==> src/rtl/shim_sts_sync_latch.sv <==
// Status-flag shim: synchronizes SPI-domain flags, debounces them, and latches rising flags with first-index capture.
// Latency: a held input step reaches sts_stable after SYNC_DEPTH+STABLE_COUNT+2 edges; no backpressure, sampled every cycle.
module shim_sts_sync_latch #(
    parameter int N_FLAGS      = 8,
    parameter int SYNC_DEPTH   = 3,
    parameter int STABLE_COUNT = 2,
    localparam int IDX_W       = (N_FLAGS > 1) ? $clog2(N_FLAGS) : 1,
    localparam int CNT_W       = $clog2(STABLE_COUNT + 1)
) (
    input  logic               aclk,
    input  logic               aresetn,
    input  logic [N_FLAGS-1:0] sts_in,
    input  logic [N_FLAGS-1:0] clr,
    output logic [N_FLAGS-1:0] sts_stable,
    output logic [N_FLAGS-1:0] sts_sticky,
    output logic [IDX_W-1:0]   first_idx,
    output logic               first_valid,
    output logic               sts_irq
);

    logic [N_FLAGS-1:0] sync_ff_q [SYNC_DEPTH];
    logic [N_FLAGS-1:0] sync_prev_q;
    logic [CNT_W-1:0]   cnt_q, cnt_d;
    logic [N_FLAGS-1:0] stable_q, stable_d;
    logic [N_FLAGS-1:0] sticky_q, sticky_d;
    logic [IDX_W-1:0]   first_idx_q, first_idx_d;
    logic               first_valid_q, first_valid_d;
    logic               irq_q, irq_d;

    logic [N_FLAGS-1:0] sync_last;
    logic               load;
    logic [N_FLAGS-1:0] rise;
    logic [IDX_W-1:0]   low_idx;

    assign sync_last = sync_ff_q[SYNC_DEPTH-1];

    always_ff @(posedge aclk or negedge aresetn) begin
        if (!aresetn) begin
            for (int s = 0; s < SYNC_DEPTH; s++) begin
                sync_ff_q[s] <= '0;
            end
        end else begin
            sync_ff_q[0] <= sts_in;
            for (int s = 1; s < SYNC_DEPTH; s++) begin
                sync_ff_q[s] <= sync_ff_q[s-1];
            end
        end
    end

    // Accept only after the synchronized word has been unchanged for STABLE_COUNT+1 compares.
    always_comb begin
        cnt_d = cnt_q;
        if (sync_last != sync_prev_q) begin
            cnt_d = '0;
        end else if (cnt_q != CNT_W'(STABLE_COUNT)) begin
            cnt_d = cnt_q + 1'b1;
        end
    end

    assign load = (cnt_q == CNT_W'(STABLE_COUNT)) && (sync_last == sync_prev_q);

    always_comb begin
        stable_d = stable_q;
        rise     = '0;
        if (load) begin
            stable_d = sync_last;
            rise     = sync_last & ~stable_q;
        end
    end

    always_comb begin
        low_idx = '0;
        for (int i = N_FLAGS - 1; i >= 0; i--) begin
            if (rise[i]) begin
                low_idx = IDX_W'(i);
            end
        end
    end

    // A set on the same cycle as its clear wins, so no rising edge is lost.
    always_comb begin
        sticky_d      = rise | (sticky_q & ~clr);
        irq_d         = |rise;
        first_idx_d   = first_idx_q;
        first_valid_d = first_valid_q;
        if (sticky_d == '0) begin
            first_valid_d = 1'b0;
        end else if (!first_valid_q && (rise != '0)) begin
            first_valid_d = 1'b1;
            first_idx_d   = low_idx;
        end
    end

    always_ff @(posedge aclk or negedge aresetn) begin
        if (!aresetn) begin
            sync_prev_q   <= '0;
            cnt_q         <= '0;
            stable_q      <= '0;
            sticky_q      <= '0;
            first_idx_q   <= '0;
            first_valid_q <= 1'b0;
            irq_q         <= 1'b0;
        end else begin
            sync_prev_q   <= sync_last;
            cnt_q         <= cnt_d;
            stable_q      <= stable_d;
            sticky_q      <= sticky_d;
            first_idx_q   <= first_idx_d;
            first_valid_q <= first_valid_d;
            irq_q         <= irq_d;
        end
    end

    assign sts_stable  = stable_q;
    assign sts_sticky  = sticky_q;
    assign first_idx   = first_idx_q;
    assign first_valid = first_valid_q;
    assign sts_irq     = irq_q;

endmodule

==> config.mk <==
export PLATFORM = sky130hd
export DESIGN_NAME = shim_sts_sync_latch
export DESIGN_NICKNAME = d
export VERILOG_FILES = /design/src/rtl/shim_sts_sync_latch.sv
export SDC_FILE = /design/constraint.sdc
export NUM_CORES = 1
export LEC_CHECK = 0
export ABC_CLOCK_PERIOD_IN_PS = 1930
export BUFFER_PORTS_ARGS = -buffer_cell sky130_fd_sc_hd__buf_2
export CAP_MARGIN = 20
export CORE_MARGIN = 3
export CORE_UTILIZATION = 35
export CTS_CLUSTER_SIZE = 16
export DETAILED_ROUTE_END_ITERATION = 16
export PLACE_DENSITY = 0.56
export SLEW_MARGIN = 20
export SYNTH_ARGS = -nofsm -noshare
export SYNTH_HDL_FRONTEND = slang
export SYNTH_SLANG_ARGS = --single-unit
export TNS_END_PERCENT = 20
==> constraint.sdc <==
create_clock -name aclk -period 1.93 [get_ports aclk]
set_input_delay 0.0965 -clock aclk [delete_from_list [all_inputs] [get_ports aclk]]
set_output_delay 0.0965 -clock aclk [all_outputs]
set_load 0.05 [all_outputs]
==> run_results.csv, run 1 <==
group,metric,value,unit
outcome,status,"completed",
placed_design,io_buffers,38,
logic_synthesis,synth_cells,132,
placed_design,place_inst,241,
final_layout,syn2layout_area_growth,25.0,%
timing,timing.final.crit_period,1.79,ns
clock_tree,cts_buffer_depth,2,
timing,max_freq,560,MHz
clock_tree,clk_latency,0.30,ns
global_routing,grtUsageTotal,11.6,%
detailed_routing,drt_wl_total,3130,µm
timing,slew_violations,0,
pwr,vdd_ir_drop_max,0.000536,V
worst_setup_path,cp_slowest_stage_delay,0.47,ns
global_routing,grt_pass1_vias,1244,
timing,grt_setup_unrepaired,"no",
worst_setup_path,crit_required,2.11,ns
placed_design,placed_cell_area,2220,µm²
worst_setup_path,cp_slowest_cell,"nor4_2",
job,cap_violations,0,
logic_synthesis,synth.avg_cell_area,14.6,µm²
logic_synthesis,synth-seq-cells,55,
placed_design,dp_hpwl,2290,µm
detailed_routing,first_pass_iters,4,
worst_setup_path,crit_type,"reg -> reg",
floorplan,start_util,37.1,%
floorplan,die_h,80.2,µm
final_layout,drive_gt1_share,33.5,%
detailed_routing,vias,1150,
final_layout,fin_cells,258,
timing,tightest_slew,0.654,ns
detailed_routing,drtAntennaViolNets,0,
timing,finClkSkew,0.00222,ns
final_layout,final.fill_count,496,
timing,hold_viol_final,0,
clock_tree,cts_root_buffer,"clkbuf_8",
floorplan,coreArea,5200,µm²
final_layout,final_common_cell,"dfrtp_1",
logic_synthesis,syn_area,1930,µm²
final_layout,layout.nets,207,
final_layout,layout_common_cells,"55 x dfrtp_1, 38 x buf_2, 17 x nand2b_1",
timing,finalCritPeriodShare,92.6,%
worst_setup_path,worstPathMaxFanout,3,
global_routing,grt_max_degree,30,
detailed_routing,drc,0,
detailed_routing,routed_via_density,4.46,
clock_tree,clk_pin_slew,0.09,ns
global_routing,grt_pass1_wl,5550,µm
logic_synthesis,synth_top_area_share,71.3,%
logic_synthesis,yosysSeqAreaShare,71.3,%
clock_tree,cts_tree,"done",
detailed_routing,drt_iter0_drc,30,
timing,report.final.setup_viol,0,
logic_synthesis,synth_area_leader_cell,"dfrtp_1",
pwr,power_density,792,nW/µm²
worst_hold_path,hold_class,"in -> reg",
worst_setup_path,arrival,1.97,ns
pwr,power.leakage,1.21,nW
floorplan,die_x,80.2,µm
worst_setup_path,path_buf_inv,2,
final_layout,antenna_cells,0,
timing,max_slew_margin,56.4,%
final_layout,stdcell_area,2410,µm²
worst_setup_path,cp-start-kind,"flop",
clock_tree,cts-buffers-inserted,5,
final_layout,final_util,46.3,%
logic_synthesis,syn_nets,151,
worst_setup_path,path_common_cell,"buf_4",
floorplan,dieArea,6440,µm²
worst_setup_path,path_delay_family,"simple AND/OR/NAND/NOR gates",
logic_synthesis,yosysWarnings,0,
clock_tree,htreeDepth,2,
clock_tree,cts_sinks,55,
floorplan,row_count,26,
worst_setup_path,end_kind,"flop",
global_routing,grt.overflow.total,0,
floorplan,pin_count,39,
logic_synthesis,synthTopCellsByArea,"dfrtp_1 71%, nand2b_1 5.5%, mux2_2 4.7%, xor2_1 4.1%, o21ai_0 2.3%",
detailed_routing,wl_per_cell,12.1,µm
logic_synthesis,ys_types,21,
placed_design,routabilityCongestion,0.735,
timing,fin_setup_tns,0,ns
worst_setup_path,path_cells,"buf_4, nand2b_1, nand2_1, nor4_2, nor3_4, buf_4, o32a_1",
global_routing,antenna_found_initial,0,
-- through the flow --
stage	total power, W	hold WS (ns)	setup WS [ns]
after CTS	0.00195	0.0714	0.0985
after global routing	0.00201	0.0992	0.00902
final	0.00191	0.0853	0.144
after floorplan	0.00126	-0.199	0.0880
after global placement	0.00131	0.151	0.173
after detailed placement	0.00131	0.167	0.117
-- worst min-delay path, delay by kind of cell --
kind / cells / cell delay, ns
compound gates: 1 / 0.07
simple gates: 1 / 0.10
buf+inv: 1 / 0.07
-- path summary, 6_finish.rpt --
path                                          from                        to  slack (ns)  cells past startpoint
max reg2reg                 sync_last[0]$_DFF_PN0_  first_idx[2]$_DFFE_PN0P_        0.14                      7
max in group asynchronous                  aresetn  first_idx[0]$_DFFE_PN0P_        1.02                      3
min reg2reg                sync_ff_q[10]$_DFF_PN0_    sync_last[2]$_DFF_PN0_        0.35                      0
max                         sync_last[0]$_DFF_PN0_  first_idx[2]$_DFFE_PN0P_        0.14                      7
min in group asynchronous                  aresetn   sync_ff_q[16]$_DFF_PN0_        0.36                      2
min                                         clr[7]   sts_sticky[7]$_DFF_PN0_        0.09                      3
-- cell families (layout without fill, tap and decap cells) --
kind of cell,count (synthesis),count (layout),share of synthesized area (%)
flops,55,55,71.3
simple gates,38,38,12.4
buf+inv,4,60,1.56
fa+ha+maj,1,1,0.648
xor+xnor,9,9,4.09
compound gates,15,15,4.22
mux,10,10,5.77
-- state kept, by name, indices dropped and copies added, names as in the netlist, 2 cells and up --
name and cells:
sync_last 8, sts_stable 8, first_idx 3, cnt_q 2
sync_prev_q 8, sts_sticky 8, sync_ff_q 16
-- cell type report --
class	instances	area (µm²)	share of cell area, %
multi-input cells	73	527	21.8
repair buffers	51	327	13.5
clock buffers	6	82.6	3.42
clock inverters	1	5.00	0.207
flip-flops and latches	55	1380	57.1
inverters	2	7.51	0.311
well taps	70	87.6	3.63
-- synth_stat cells --
master,number
nor4_2,3
buf_6,2
dfrtp_1,55
mux2_2,8
o21ai_0,9
xor2_1,9
nor3_4,1
nor2_1,6
o21ai_1,2
inv_1,2
nand2b_1,17
ha_1,1
a31oi_1,1
a21oi_1,2
nand2_1,7
or2b_1,1
nand3_2,1
o32a_1,1
nand4_1,2
mux2i_1,1
mux2_1,1
-- per-layer routing --
metal	GRT usage (%)	share of wire [%]
met1	13.3	43
met2	19.3	47
met3	3.92	7.4
met4	5.57	2.2
met5	0	0
-- report_power, final --
group	switching, W	total [W]	internal, W
registers	0.0000169	0.00120	0.00119
logic	0.0000529	0.000100	0.0000471
clock network	0.000327	0.000608	0.000282
-- what timing repair did --
action                                  CTS  global route
endpoints found under the hold margin    36             0
endpoints found under the setup margin    0             1
hold buffers                              9             0
resized for setup                         0             2
buffers inserted                          0             1
No activity file was read; power rests on OpenSTA's default activity.
==> run 2: changes to the inputs <==
- ABC_CLOCK_PERIOD_IN_PS: 1930 -> 1800
- clock period: 1.93 -> 1.8 ns (I/O delays scaled with it)
==> run_results.csv, run 2 (same netlist as run 1, synthesis figures left out) <==
group,metric,value,unit
global_routing,grt_max_degree,56,
outcome,status,"completed",
worst_setup_path,arrival,1.91,ns
floorplan,die_h,80.2,µm
worst_hold_path,min_from,"clr[0]",
pwr,p_comb_share,6.3,%
worst_setup_path,startpoint,"sync_last[0]$_DFF_PN0_",
timing,finClkSkew,0.00748,ns
detailed_routing,drt_wl_total,3440,µm
timing,hold_viol_final,0,
detailed_routing,drc,0,
pwr,vdd_ir_drop_max,0.000550,V
placed_design,io_buffers,38,
clock_tree,cts_sinks,55,
global_routing,grtUsageTotal,11.6,%
clock_tree,cts-buffers-inserted,5,
worst_setup_path,rrSetupSlack,0.08,ns
final_layout,largest_reg_flops,16,
worst_hold_path,worst_hold_path.num_cells,3,
worst_setup_path,crit_required,2.00,ns
timing,finalCritPeriodShare,95.4,%
global_routing,grt_pass1_vias,1212,
pwr,seqPwrFrac,62.1,%
floorplan,coreArea,5200,µm²
timing,slew_violations,0,
worst_hold_path,hold_class,"in -> reg",
detailed_routing,vias,1164,
placed_design,routabilityCongestion,0.773,
detailed_routing,wl_per_cell,12.8,µm
pwr,internal_power,0.00160,W
final_layout,final_common_cell,"dfrtp_1",
clock_tree,cts_tree,"done",
clock_tree,cts_root_buffer,"clkbuf_8",
global_routing,antenna_found_initial,0,
timing,max_freq,583,MHz
worst_setup_path,ff2ff_path_depth,8,
detailed_routing,drt_iter0_drc,37,
pwr,sw_frac_of_total,22.6,%
global_routing,grt.overflow.total,0,
pwr,power.leakage,1.25,nW
pwr,p_sw,0.000468,W
worst_setup_path,cp-start-kind,"flop",
pwr,clkPwrFrac,31.6,%
final_layout,regMostFlops,"sync_ff_q",
worst_setup_path,r2r-end,"first_idx[2]$_DFFE_PN0P_",
clock_tree,clk_latency,0.30,ns
final_layout,syn2layout_area_growth,30.0,%
pwr,power_density,826,nW/µm²
clock_tree,clk_pin_slew,0.10,ns
final_layout,drive_gt1_share,40.2,%
clock_tree,cts_buffer_depth,2,
job,cap_violations,0,
timing,timing.final.crit_period,1.72,ns
worst_hold_path,whs_endpoint,"sts_sticky[0]$_DFF_PN0_",
worst_setup_path,worstPathMaxFanout,3,
timing,report.final.setup_viol,0,
final_layout,antenna_cells,0,
final_layout,layout.nets,217,
final_layout,layout_common_cells,"51 x dfrtp_1, 38 x buf_2, 17 x nand2b_1, 13 x buf_4",
worst_setup_path,crit_type,"reg -> reg",
timing,tightest_slew,0.291,ns
global_routing,grt_pass1_wl,5730,µm
detailed_routing,routed_via_density,4.33,
pwr,power,0.00207,W
final_layout,final_util,48.2,%
floorplan,start_util,37.1,%
timing,max_slew_margin,80.5,%
detailed_routing,drtAntennaViolNets,0,
worst_setup_path,end_kind,"flop",
placed_design,dp_hpwl,2400,µm
floorplan,row_count,26,
worst_setup_path,r2r-start,"sync_last[0]$_DFF_PN0_",
floorplan,die_x,80.2,µm
detailed_routing,first_pass_iters,4,
floorplan,pin_count,39,
clock_tree,htreeDepth,2,
floorplan,dieArea,6440,µm²
## run 2: worst max-delay path by stage
stage / endpoint / slack, ns / depth (start not counted)
global placement: first_idx[1]$_DFFE_PN0P_ / 0.05 / 5
global route: first_idx[1]$_DFFE_PN0P_ / -0.006 / 5
detailed placement: first_idx[1]$_DFFE_PN0P_ / 0.02 / 5
finish: first_idx[2]$_DFFE_PN0P_ / 0.08 / 8
floorplan: first_idx[1]$_DFFE_PN0P_ / 0.03 / 5
CTS: first_idx[1]$_DFFE_PN0P_ / 0.01 / 5
## run 2: critical path: stages, from the launching register on
cell,delay (ns)
dfrtp_1,0.42
buf_4,0.15
nand2b_1,0.13
nand2_2,0.10
nor4_2,0.28
buf_4,0.17
nor3_4,0.05
buf_4,0.14
o32a_1,0.16
## run 2: what timing repair did
action | 4_1_cts | 5_1_grt
endpoints found under the setup margin | 0 | 11
setup buffers | 0 | 3
gates resized for setup | 0 | 4
hold endpoints to repair | 63 | 0
hold buffers | 9 | 0
## run 2: power groups by stage
stage,clock [W],sequential (W),combinational [W]
floorplan,0,0.00131,0.0000378
global placement,0,0.00131,0.000102
detailed placement,0,0.00131,0.000105
CTS,0.000677,0.00129,0.000121
global route,0.000726,0.00129,0.000146
finish,0.000655,0.00129,0.000130
## run 2: final cells by class
type | instances | area, µm²
Fill cell | 485 | 2700
Sequential cell | 55 | 1380
Multi-Input combinational cell | 73 | 546
Timing Repair Buffer | 61 | 398
Tap cell | 70 | 87.6
Clock buffer | 5 | 68.8
Clock inverter | 3 | 20.0
Inverter | 2 | 7.51
## run 2: per-stage QoR
| stage | instances | area (µm²) | TNS, ns | worst slack (ns) | hold WS [ns] |
|---|---|---|---|---|---|
| finish | 269 | 2510 | 0 | 0.0836 | 0.0696 |
| global route | 269 | 2510 | -0.00926 | -0.00616 | 0.0923 |
| CTS | 266 | 2460 | 0 | 0.00956 | 0.0679 |
| detailed placement | 249 | 2280 | 0 | 0.0205 | 0.104 |
| global placement | 249 | 2280 | 0 | 0.0534 | 0.0995 |
| floorplan | 132 | 1930 | 0 | 0.0345 | -0.206 |
## run 2: routing by layer
layer  wire (µm)  share of wire [%]  track usage (%)  vias to the layer above
met5           0                  0                0                        -
met4          56                1.6             4.05                        0
met3         219                6.4             3.59                        6
met2        1680                 49             19.0                       37
met1        1480                 43             14.6                      557
li1            -                  -                -                      564
==> run 3: changes to the inputs <==
- CAP_MARGIN: 20 -> 30
- CELL_PAD_IN_SITES_DETAIL_PLACEMENT: default -> 1
- CELL_PAD_IN_SITES_GLOBAL_PLACEMENT: default -> 1
- CORE_UTILIZATION: 35 -> 26
- PLACE_DENSITY: 0.56 -> 0.52
==> run_results.csv, run 3 (same netlist as run 1, synthesis figures left out) <==
group,metric,value,unit
job,cap_violations,0,
floorplan,row_count,30,
global_routing,grtUsageTotal,10.1,%
pwr,power.leakage,1.25,nW
worst_setup_path,cp_slowest_stage_delay,0.42,ns
floorplan,coreArea,6980,µm²
final_layout,final_util,36.2,%
pwr,p_comb_share,6.0,%
timing,hold_ws,0.0662,ns
final_layout,drive_gt1_share,38.4,%
final_layout,final.fill_count,785,
timing,slew_violations,0,
placed_design,dp_hpwl,2850,µm
final_layout,syn2layout_area_growth,31.1,%
global_routing,antenna_found_initial,0,
global_routing,grt.overflow.total,0,
detailed_routing,first_pass_iters,4,
clock_tree,clk_pin_slew,0.10,ns
detailed_routing,routed_via_density,4.11,
worst_setup_path,end_kind,"flop",
floorplan,pin_count,39,
worst_setup_path,worstPathMaxFanout,3,
pwr,clkPwrFrac,32.7,%
timing,max_slew_margin,78.8,%
timing,tightest_slew,0.315,ns
clock_tree,cts_buffer_depth,2,
detailed_routing,drtAntennaViolNets,0,
final_layout,final_common_cell,"dfrtp_1",
clock_tree,cts_tree,"done",
worst_setup_path,crit_required,2.00,ns
placed_design,routabilityCongestion,0.760,
detailed_routing,wl_per_cell,13.1,µm
detailed_routing,drt_iter0_drc,30,
timing,timing.final.crit_period,1.79,ns
final_layout,largest_reg_flops,16,
clock_tree,clk_latency,0.31,ns
worst_setup_path,cp_slowest_cell,"dfrtp_1",
floorplan,dieArea,8490,µm²
final_layout,layout.nets,216,
timing,report.final.setup_viol,0,
worst_setup_path,crit_type,"reg -> reg",
clock_tree,cts_sinks,55,
pwr,internal_power,0.00162,W
worst_hold_path,hold_class,"in -> reg",
worst_setup_path,path_cells,"xor2_1, nor4_2, nand3_2, nor3_4, mux2_4",
pwr,power_density,832,nW/µm²
timing,finClkSkew,0.00450,ns
timing,hold_viol_final,0,
pwr,vdd_ir_drop_max,0.000449,V
timing,finalCritPeriodShare,99.6,%
worst_setup_path,arrival,1.99,ns
floorplan,die_x,92.1,µm
pwr,sw_frac_of_total,23.2,%
outcome,status,"completed",
pwr,seqPwrFrac,61.3,%
worst_setup_path,cp-start-kind,"flop",
placed_design,io_buffers,38,
timing,max_freq,558,MHz
global_routing,grt_pass1_vias,1331,
clock_tree,cts_root_buffer,"clkbuf_8",
final_layout,antenna_cells,0,
global_routing,grt_pass1_wl,6550,µm
detailed_routing,vias,1208,
placed_design,placed_cell_area,2300,µm²
final_layout,regMostFlops,"sync_ff_q",
final_layout,layout_common_cells,"51 x dfrtp_1, 38 x buf_2, 17 x nand2b_1, 11 x buf_4",
detailed_routing,drt_wl_total,3840,µm
final_layout,stdcell_area,2530,µm²
pwr,power,0.00210,W
final_layout,fin_cells,294,
floorplan,start_util,27.6,%
pwr,p_sw,0.000487,W
detailed_routing,drc,0,
global_routing,grt_max_degree,34,
clock_tree,htreeDepth,2,
floorplan,die_h,92.1,µm
timing,grt_setup_unrepaired,"yes",
clock_tree,cts-buffers-inserted,5,
placed_design,place_inst,273,
-- run 3: cell count changes in the layout (fill, tap and decap cells not counted), sizes merged --
cell and delta:
clkinvlp -2, buf -1, clkbuf +1, inv +1
-- run 3: through the flow --
step	setup WS (ns)	setup TNS, ns
after floorplan	0.0345	0
after global placement	0.0336	0
after detailed placement	0.0133	0
after CTS	0.00415	0
after global routing	-0.0895	-0.223
final	0.00709	0
-- run 3: layout make-up --
class,count,area (µm²),share of cell area [%]
sequential,55,1380,54.6
inverter,2,7.51,0.297
clock buffer,6,72.6,2.87
tap,96,120,4.75
timing repair buffer,60,394,15.6
clock inverter,2,17.5,0.693
multi-input combinational,73,536,21.2
-- run 3: path summary, 6_finish.rpt --
path / from / end / slack [ns] / depth (start not counted)
hold reg to reg: sync_ff_q[11]$_DFF_PN0_ / sync_last[3]$_DFF_PN0_ / 0.36 / 0
hold / removal: clr[0] / sts_sticky[0]$_DFF_PN0_ / 0.07 / 3
min in group asynchronous: aresetn / sync_ff_q[10]$_DFF_PN0_ / 0.18 / 2
setup / recovery: sync_last[0]$_DFF_PN0_ / first_idx[1]$_DFFE_PN0P_ / 0.007 / 5
max in group asynchronous: aresetn / sts_stable[0]$_DFFE_PN0N_ / 1.13 / 3
setup reg to reg: sync_last[0]$_DFF_PN0_ / first_idx[1]$_DFFE_PN0P_ / 0.007 / 5
-- run 3: repair_timing --
item                                   CTS  global route
setup endpoints to repair                2             2
endpoints found under the hold margin   63             0
pin swaps                                3             4
hold buffers                             9             0
resized for setup                        1             2
setup buffers                            1             3
-- run 3: routing by layer --
metal | track usage, % | up-vias | wire [µm]
met2 | 16.3 | 40 | 1860
met5 | 0 | - | 0
met1 | 12.3 | 590 | 1660
met3 | 3.77 | 4 | 275
li1 | - | 574 | -
met4 | 3.47 | 0 | 42
-- run 3: critical path: cells and delay by family, from the launching register on --
family           cells  cell delay [ns]
AND/OR/NAND/NOR      3             0.79
XOR/XNOR             1             0.16
multiplexers         1             0.31
flip-flops           1             0.42
-- run 3: power groups by stage --
stage               Clock [W]  Combinational [W]  Sequential (W)
finish               0.000689           0.000126         0.00129
global route         0.000800           0.000143         0.00129
CTS                  0.000731           0.000124         0.00129
detailed placement          0           0.000107         0.00132
global placement            0           0.000105         0.00131
floorplan                   0          0.0000378         0.00131
